File: src/rtl/lfsr_stim_gen_if.sv
// Handshake and status bundle for the LFSR stimulus generator.
// master: the consumer/controller side; slave: the generator itself.
interface lfsr_stim_gen_if;
  logic        enable;
  logic        load_seed;
  logic [15:0] seed;
  logic        out_ready;
  logic        out_valid;
  logic [3:0]  a;
  logic [3:0]  b;
  logic [3:0]  c;
  logic [15:0] gen_count;
  logic [7:0]  clamp_count;

  modport master (
    output enable,
    output load_seed,
    output seed,
    output out_ready,
    input  out_valid,
    input  a,
    input  b,
    input  c,
    input  gen_count,
    input  clamp_count
  );

  modport slave (
    input  enable,
    input  load_seed,
    input  seed,
    input  out_ready,
    output out_valid,
    output a,
    output b,
    output c,
    output gen_count,
    output clamp_count
  );
endinterface

File: src/rtl/lfsr_stim_gen.sv
// LFSR-driven constrained stimulus generator with a valid/ready output.
// A 16-bit Galois LFSR advances once per word load; each word is carved from
// the new LFSR value and optionally has its c field pulled into range.
module lfsr_stim_gen #(
  parameter logic [15:0] SEED      = 16'hACE1,
  parameter bit          CONSTRAIN = 1'b1
) (
  input logic            clk,
  input logic            rst_n,
  lfsr_stim_gen_if.slave bus
);

  typedef enum logic [0:0] {StIdle, StActive} state_e;

  localparam logic [15:0] Taps = 16'hB400;

  state_e      state_q;
  logic [15:0] lfsr_q;
  logic [3:0]  a_q, b_q, c_q;
  logic [15:0] gen_count_q;
  logic [7:0]  clamp_count_q;

  logic [15:0] lfsr_next;
  logic [3:0]  word_a, word_b, word_c_raw, word_c;
  logic        clamp_hit;
  logic        transfer;
  logic        seed_load;
  logic        word_load;

  // Next LFSR value and the word derived from it.
  always_comb begin
    lfsr_next  = {1'b0, lfsr_q[15:1]} ^ (lfsr_q[0] ? Taps : 16'h0000);
    word_a     = lfsr_next[3:0];
    word_b     = lfsr_next[7:4];
    word_c_raw = lfsr_next[11:8];
    // Large a or b with c in 10..15 is out of range; fold c down into 4..9.
    clamp_hit  = CONSTRAIN && ((word_a > 4'd5) || (word_b > 4'd5)) && (word_c_raw > 4'd9);
    word_c     = clamp_hit ? (word_c_raw - 4'd6) : word_c_raw;
  end

  // Handshake decode: a seed load in IDLE takes priority over starting generation.
  always_comb begin
    transfer  = (state_q == StActive) && bus.out_ready;
    seed_load = (state_q == StIdle) && bus.load_seed;
    word_load = ((state_q == StIdle) && !bus.load_seed && bus.enable) ||
                (transfer && bus.enable);
  end

  // Control FSM: IDLE waits for enable, ACTIVE holds the word until accepted.
  always_ff @(posedge clk or negedge rst_n) begin
    if (!rst_n) begin
      state_q <= StIdle;
    end else begin
      unique case (state_q)
        StIdle: begin
          if (!bus.load_seed && bus.enable) begin
            state_q <= StActive;
          end
        end
        StActive: begin
          if (transfer && !bus.enable) begin
            state_q <= StIdle;
          end
        end
        default: state_q <= StIdle;
      endcase
    end
  end

  // LFSR state: reseed in IDLE (zero seed mapped to SEED), advance per word load.
  always_ff @(posedge clk or negedge rst_n) begin
    if (!rst_n) begin
      lfsr_q <= SEED;
    end else if (seed_load) begin
      lfsr_q <= (bus.seed == 16'h0000) ? SEED : bus.seed;
    end else if (word_load) begin
      lfsr_q <= lfsr_next;
    end
  end

  // Output word registers; they keep their last value when returning to IDLE.
  always_ff @(posedge clk or negedge rst_n) begin
    if (!rst_n) begin
      a_q <= 4'd0;
      b_q <= 4'd0;
      c_q <= 4'd0;
    end else if (word_load) begin
      a_q <= word_a;
      b_q <= word_b;
      c_q <= word_c;
    end
  end

  // Transfer counter, wraps naturally.
  always_ff @(posedge clk or negedge rst_n) begin
    if (!rst_n) begin
      gen_count_q <= 16'd0;
    end else if (transfer) begin
      gen_count_q <= gen_count_q + 16'd1;
    end
  end

  // Count of clamped words, saturating at all-ones.
  always_ff @(posedge clk or negedge rst_n) begin
    if (!rst_n) begin
      clamp_count_q <= 8'd0;
    end else if (word_load && clamp_hit && (clamp_count_q != 8'hFF)) begin
      clamp_count_q <= clamp_count_q + 8'd1;
    end
  end

  assign bus.out_valid   = (state_q == StActive);
  assign bus.a           = a_q;
  assign bus.b           = b_q;
  assign bus.c           = c_q;
  assign bus.gen_count   = gen_count_q;
  assign bus.clamp_count = clamp_count_q;

  // A presented word stays put until it is accepted.
  a_valid_hold: assert property (@(posedge clk) disable iff (!rst_n)
    (bus.out_valid && !bus.out_ready) |=>
      (bus.out_valid && $stable({bus.a, bus.b, bus.c})));

  // Constrained words never pair a large a or b with c above 9.
  a_c_range: assert property (@(posedge clk) disable iff (!rst_n)
    !(CONSTRAIN && bus.out_valid && ((bus.a > 4'd5) || (bus.b > 4'd5))) || (bus.c <= 4'd9));

endmodule

File: src/flat_wrapper.sv
// flat-port wrapper written by rule: the top's interface ports become plain ports
module lfsr_stim_gen_flat 
#(
  parameter logic [15:0] SEED      = 16'hACE1,
  parameter bit          CONSTRAIN = 1'b1
)
  (clk, rst_n, bus_enable, bus_load_seed, bus_seed, bus_out_ready, bus_out_valid, bus_a, bus_b, bus_c, bus_gen_count, bus_clamp_count);
  lfsr_stim_gen_if bus_i ();
  input logic clk;
  input logic rst_n;
  input wire logic [$bits(bus_i.enable)-1:0] bus_enable;
  input wire logic [$bits(bus_i.load_seed)-1:0] bus_load_seed;
  input wire logic [$bits(bus_i.seed)-1:0] bus_seed;
  input wire logic [$bits(bus_i.out_ready)-1:0] bus_out_ready;
  output wire logic [$bits(bus_i.out_valid)-1:0] bus_out_valid;
  output wire logic [$bits(bus_i.a)-1:0] bus_a;
  output wire logic [$bits(bus_i.b)-1:0] bus_b;
  output wire logic [$bits(bus_i.c)-1:0] bus_c;
  output wire logic [$bits(bus_i.gen_count)-1:0] bus_gen_count;
  output wire logic [$bits(bus_i.clamp_count)-1:0] bus_clamp_count;
  assign bus_i.enable = bus_enable;
  assign bus_i.load_seed = bus_load_seed;
  assign bus_i.seed = bus_seed;
  assign bus_i.out_ready = bus_out_ready;
  assign bus_out_valid = bus_i.out_valid;
  assign bus_a = bus_i.a;
  assign bus_b = bus_i.b;
  assign bus_c = bus_i.c;
  assign bus_gen_count = bus_i.gen_count;
  assign bus_clamp_count = bus_i.clamp_count;
  lfsr_stim_gen #(.SEED(SEED), .CONSTRAIN(CONSTRAIN)) u_core (.clk(clk), .rst_n(rst_n), .bus(bus_i));
endmodule
File: config.mk
export PLATFORM = sky130hd
export DESIGN_NAME = lfsr_stim_gen_flat
export DESIGN_NICKNAME = d
export VERILOG_FILES = /design/src/rtl/lfsr_stim_gen_if.sv /design/src/rtl/lfsr_stim_gen.sv /design/src/flat_wrapper.sv
export SDC_FILE = /design/constraint.sdc
export NUM_CORES = 1
export LEC_CHECK = 0
export CAP_MARGIN = 15
export CELL_PAD_IN_SITES_DETAIL_PLACEMENT = 0
export CELL_PAD_IN_SITES_GLOBAL_PLACEMENT = 1
export CORE_MARGIN = 2
export CORE_UTILIZATION = 36
export CTS_BUF_LIST = sky130_fd_sc_hd__clkbuf_16
export DETAILED_ROUTE_END_ITERATION = 8
export PLACE_DENSITY = 0.8
export SYNTH_ARGS = -nofsm -noshare
export SYNTH_HDL_FRONTEND = slang
export SYNTH_SLANG_ARGS = --single-unit
File: constraint.sdc
create_clock -name clk -period 1.61 [get_ports clk]
set_input_delay 0.161 -clock clk [delete_from_list [all_inputs] [get_ports clk]]
set_output_delay 0.161 -clock clk [all_outputs]
set_load 0.02 [all_outputs]
==> results of run 1 <==
-- state kept, by name, indices dropped and copies added, names as in the netlist --
name / count
u_core.lfsr_q: 16
u_core.bus.clamp_count: 8
u_core.bus.gen_count: 16
u_core.bus.a: 4
u_core.bus.b: 4
u_core.bus.out_valid: 1
u_core.bus.c: 4
-- repair_timing --
action                                  in CTS  in global routing
hold buffers                                 1                  0
endpoints found under the setup margin       0                  4
gates resized for setup                      0                  4
hold endpoints to repair                    21                  0
-- metal layers --
metal | GRT usage | up-vias | part of all wire
met2 | 0.262 | 25 | 0.49
met3 | 0.0354 | 7 | 0.031
met1 | 0.220 | 996 | 0.46
li1 | - | 959 | -
met5 | 0 | - | 0
met4 | 0.0634 | 0 | 0.016
-- cells in the final DEF (no fill, tap or decap), types with 2 or more instances in the layout --
cell / count
nand2_1: 21
nor4_2: 2
and3_1: 5
a21oi_1: 4
nor3_1: 2
inv_1: 4
xnor2_1: 14
mux2i_1: 2
and2_1: 5
o21ai_0: 7
dfrtp_1: 41
nor4_4: 3
clkbuf_16: 5
xor2_1: 11
o22ai_1: 2
dfrtp_2: 4
nor2_1: 5
and4_1: 3
nand3_1: 9
and2_4: 5
clkdlybuf4s50_1: 55
o21a_1: 5
buf_12: 3
o311ai_0: 2
a221o_1: 10
nor4_1: 4
and4_4: 2
buf_4: 28
dfstp_2: 8
nand4_1: 6
a21o_1: 5
clkinv_1: 2
-- power by group --
part           leakage, nW  internal (mW)  switching (mW)
combinational        0.863          0.965           0.887
clock               0.0687          0.563           0.461
sequential           0.659           1.69           0.268
-- layout make-up --
cell class	count	area [um2]
clock buffers	5	125
clock inverters	3	12.5
fillers	586	3220
inverters	4	15.0
multi-input cells	151	1180
flip-flops and latches	53	1340
well taps	96	120
repair buffers	89	848
-- worst min path at each step --
stage / from / depth (start not counted) / slack, ps / to
floorplan: rst_n / 0 / -130 / u_core.bus.a[0]$_DFFE_PN0P_
finish: rst_n / 2 / 380 / u_core.bus.gen_count[2]$_DFFE_PN0N_
global placement: rst_n / 1 / 170 / u_core.bus.a[2]$_DFFE_PN0P_
CTS: rst_n / 2 / 410 / u_core.bus.gen_count[2]$_DFFE_PN0N_
global route: rst_n / 2 / 470 / u_core.bus.gen_count[5]$_DFFE_PN0N_
detailed placement: rst_n / 1 / 180 / u_core.bus.a[2]$_DFFE_PN0P_
-- stage by stage --
stage | area [um2] | TNS, ps | utilization | std cells
finish | 3650 | 0 | 0.531 | 401
global route | 3650 | -6.79 | 0.531 | 401
CTS | 3620 | 0 | 0.528 | 401
detailed placement | 3480 | -1400 | 0.506 | 392
global placement | 3480 | -1060 | 0.506 | 392
floorplan | 2600 | -23.4 | - | 220
-- logic make-up after synthesis --
family / synth area share
and+or+nand+nor: 0.192
adders and majority gates: 0.00969
AOI/OAI and AO/OA: 0.135
xor gates and xnor gates: 0.0911
buffers and inverters: 0.0363
DFF: 0.518
muxes: 0.0179
-- worst reg2reg max path, stage by stage, from the launching register on --
cell and delay, ps:
dfstp_2 580, xor2_4 190, o2bb2ai_4 110, buf_12 150, nor4b_2 240, xor2_1 170
==> metrics.txt, run 1 <==
status finished clean; # IOs 58; Ys Warns 0; syn_nets 243; r2r setup slk 80 ps; top cells by area, synth dfrtp_1, dfstp_2, xnor2_1; count of cell types in the netlist 45; DRC viols 0; share of cells above drive strength 1 0.243; CTS clk-pin slew, worst paths 70 ps; Detailed Routing Iterations Pass 1 4; # setup viols final 0; DR vias/cell 4.96; Routability Congestion 0.821; worst setup path endpoint bus_clamp_count[0]; Setup Crit Path Kind reg -> out; htree depth 2; fin nets 327; dpl hpwl 4.47 mm; measured slew at the worst slew-check pin 534 ps; Cell Rows 30; Bufs on Longest Clock Path 2; cells after synthesis 220; crit end category output port; Top delay family on crit path buffers and inverters; Post-synth top flop dfrtp_1; CP Data Arrival Time 1390 ps; Min Hold Slack 385 ps; Final Hold Fails 0; routed wire length 5.93 mm; global-route wire length before repair 9.88 mm; EDFF count, synth 0; top cell type's share of synthesized area 0.436; power per cell area 1320 mW/mm2; setup bufs post-CTS 0; CTS Buf Count 5; Antenna diodes 0; min cycle time layout 1550 ps; Area Overhead vs Synth 41.3%; RR Endpoint u_core.bus.clamp_count[2]$_DFFE_PN0P_; RSZ-0062 raised after global routing yes; Max stage delay on crit path 610 ps; number of clock sinks 53; Slew Limit Fails 0; GR Overflow Total 0; FF-to-FF Start u_core.lfsr_q[0]$_DFFE_PN1P_; Synth async-reset ratio 1.00; #FFs+latches synth 53; Setup Skew 5.24 ps; setup ws final 60.8 ps; Routed Antenna Nets 0; MaxCap Viol Count 0; sequential fraction of the synthesis area 0.518; core area 0.00687 mm2; Buf+Inv Stages, Crit Path 2; ranking of synthesized cells by instance count dfrtp_1, nand2_1, xnor2_1, xor2_1, a221o_1; Worst Setup SP u_core.bus.clamp_count[0]$_DFFE_PN0P_; synthesized cell area 0.00258 mm2; number of global-route vias before repair 2028; CP cell instances buf_4 -> clkdlybuf4s50_1; Stages on worst setup path 2; post-synth top area cell dfrtp_1; Clock Tree Root clkbuf_16; Die Area 0.00786 mm2; TritonCTS clock tree built; Hold Path Class in -> async; relative slew slack 0.644; VDD IR max 583 uV; worst skew pair latency 290 ps; CP Max Fanout 5; leakage power 1.59 nW; Iter 0 DRT Violations 84; via count 1987; initial antenna violation count 0; Avg WL per Cell 14.8 um; Initial Util 0.376; Worst EP required 1450 ps; largest net degree at the start of global routing 24; Die Ht 88.7 um; Synth Area per Inst 11.7 um2; die width 88.7 um; type of origin of the critical path register; Critical Path Slowest Stage Cell clkdlybuf4s50_1; I/O Buffers 57; Final Power 4.83 mW; Worst Setup Slack post-DPL -113 ps; Fmax 646 MHz; fin crit share 0.962; count leader, synth dfrtp_1; R2R depth 5; GRT Total Usage 0.164
Note: power is estimated with default switching activity, not from simulation.
==> inputs of run 2 (changes only) <==
--- a/config.mk
+++ b/config.mk
@@ -13,6 +13,7 @@
 export CTS_BUF_LIST = sky130_fd_sc_hd__clkbuf_16
 export DETAILED_ROUTE_END_ITERATION = 8
 export PLACE_DENSITY = 0.8
+export SETUP_SLACK_MARGIN = 0.05
 export SYNTH_ARGS = -nofsm -noshare
 export SYNTH_HDL_FRONTEND = slang
 export SYNTH_SLANG_ARGS = --single-unit
==> run 2 against run 1 <==
  * Register-to-register slack is essentially flat
  * Hold slack gained 2.1 ps
  * Sequential power is essentially flat
  * Combinational power is essentially flat
  * Non-clock buffer count grew 1
==> metrics.txt, run 2 (synthesis gave the netlist of run 1 again) <==
relative slew slack 0.757; number of global-route vias before repair 2007; Net Switching 1.62 mW; Filler cells 601; largest net degree at the start of global routing 54; combinational power share 0.384; Worst Setup Slack post-DPL -121 ps; htree depth 2; DR vias/cell 4.95; GRT Total Usage 0.163; Buf+Inv Stages, Crit Path 0; Bufs on Longest Clock Path 2; CTS clk-pin slew, worst paths 60 ps; measured slew at the worst slew-check pin 360 ps; Max stage delay on crit path 580 ps; Min Hold Slack 387 ps; Final Power 4.84 mW; status finished clean; setup ws final 81.6 ps; # setup viols final 0; Design Area, Final 0.00371 mm2; power share of the clock group 0.210; Top delay family on crit path flip-flops; internal power 3.22 mW; dpl hpwl 4.27 mm; Avg WL per Cell 14.5 um; Iter 0 DRT Violations 109; RSZ-0062 raised after global routing yes; RR Endpoint u_core.bus.clamp_count[1]$_DFFE_PN0P_; core area 0.00687 mm2; Setup Crit Path Kind reg -> reg; Util after Layout 0.540; worst skew pair latency 290 ps; Setup Skew 2.41 ps; setup TNS 0 ps; Worst EP required 1780 ps; most frequent cells in the layout clkdlybuf4s50_1, dfrtp_1, buf_4, nand2_1, xnor2_1; Routability Congestion 0.793; global-route wire length before repair 9.87 mm; Area Overhead vs Synth 43.7%; Cell Rows 30; min cycle time layout 1530 ps; I/O Buffers 57; die width 88.7 um; CTS Buf Count 5; FF-to-FF Start u_core.lfsr_q[11]$_DFFE_PN1P_; r2r setup slk 80 ps; CP cell instances xor2_4 -> o2bb2ai_4 -> nor3_4 -> mux2_4; TritonCTS clock tree built; Critical Path Slowest Stage Cell dfstp_2; crit end category register; # IOs 58; Die Area 0.00786 mm2; Die Ht 88.7 um; CP Data Arrival Time 1700 ps; power per cell area 1310 mW/mm2; number of clock sinks 53; Worst Setup SP u_core.lfsr_q[11]$_DFFE_PN1P_; fin nets 329; Fmax 654 MHz; routed wire length 5.83 mm; Antenna diodes 0; fin crit share 0.949; share of cells above drive strength 1 0.261; Slew Limit Fails 0; most common cell after layout, fill and taps aside clkdlybuf4s50_1; via count 1993; initial antenna violation count 0; R2R depth 4; GR Overflow Total 0; Routed Antenna Nets 0; Final Hold Fails 0; DRC viols 0; leakage power 1.67 nW; Placed Cells 391; fin cells 403; Reg power frac 0.406; Hold Path Class in -> async; Initial Util 0.376; Detailed Routing Iterations Pass 1 4; type of origin of the critical path register; placed cell areas 0.00347 mm2; CP Max Fanout 3; VDD IR max 827 uV; MaxCap Viol Count 0; Sw Ratio 0.335; Clock Tree Root clkbuf_16
-- run 2: cell count changes in the layout (fill, tap and decap cells not counted), moves of 2 or more --
cell / previous run / this run
clkdlybuf4s50_1: 55 / 49
clkinv_1: 2 / 0
dfrtp_1: 41 / 39
dfrtp_2: 4 / 6
dlymetal6s2s_1: 1 / 6
-- run 2: worst reg2reg max path: stages, from the launching register on --
cell       delay [ps]
dfstp_2           580
xor2_4            190
o2bb2ai_4         100
nor3_4            230
mux2_4            320
-- run 2: worst max-delay path by stage --
stage | cells after the start | slack [ps] | to
final | 4 | 80 | u_core.bus.clamp_count[1]$_DFFE_PN0P_
after CTS | 2 | 60 | bus_clamp_count[1]
after global routing | 6 | 8 | u_core.bus.clamp_count[5]$_DFFE_PN0P_
after floorplan | 5 | -20 | u_core.bus.clamp_count[1]$_DFFE_PN0P_
after detailed placement | 6 | -120 | u_core.lfsr_q[10]$_DFFE_PN1P_
after global placement | 6 | -90 | u_core.lfsr_q[10]$_DFFE_PN1P_
-- run 2: final cells by class --
type,instances,area (um2),share of cell area
multi-input cells,152,1220,0.329
flip-flops and latches,53,1340,0.362
clock buffers,5,125,0.0337
well taps,96,120,0.0324
clock inverters,3,13.8,0.00371
repair buffers,90,871,0.235
inverters,4,15.0,0.00405
-- run 2: power by group through the flow --
stage	combinational [mW]	sequential, mW	clock [mW]
detailed placement	1.84	1.98	0
finish	1.86	1.96	1.02
floorplan	0.659	2.23	0
CTS	1.84	1.96	1.05
global placement	1.81	1.97	0
global route	2.01	2.02	1.13
-- run 2: repair_timing --
item / in CTS / in global routing
buffers inserted: 0 / 2
gates resized for setup: 1 / 14
hold buffers: 1 / 0
pin swaps: 0 / 6
endpoints found under the hold margin: 45 / 0
endpoints found under the setup margin: 1 / 22
gates cloned: 0 / 1
-- run 2: per-layer routing --
metal,vias up,global-route usage,share of wire
li1,965,-,-
met1,987,0.218,0.46
met4,0,0.0689,0.025
met5,-,0,0
met3,9,0.0345,0.033
met2,32,0.256,0.49
==> inputs of run 3 (changes only) <==
--- a/config.mk
+++ b/config.mk
@@ -12,6 +12,7 @@
 export CORE_UTILIZATION = 36
 export CTS_BUF_LIST = sky130_fd_sc_hd__clkbuf_16
 export DETAILED_ROUTE_END_ITERATION = 8
+export GPL_ROUTABILITY_DRIVEN = 1
 export PLACE_DENSITY = 0.8
 export SETUP_SLACK_MARGIN = 0.05
 export SYNTH_ARGS = -nofsm -noshare
==> results of run 3 <==
The final DEF is identical to that of run 2; final timing and power are the same.
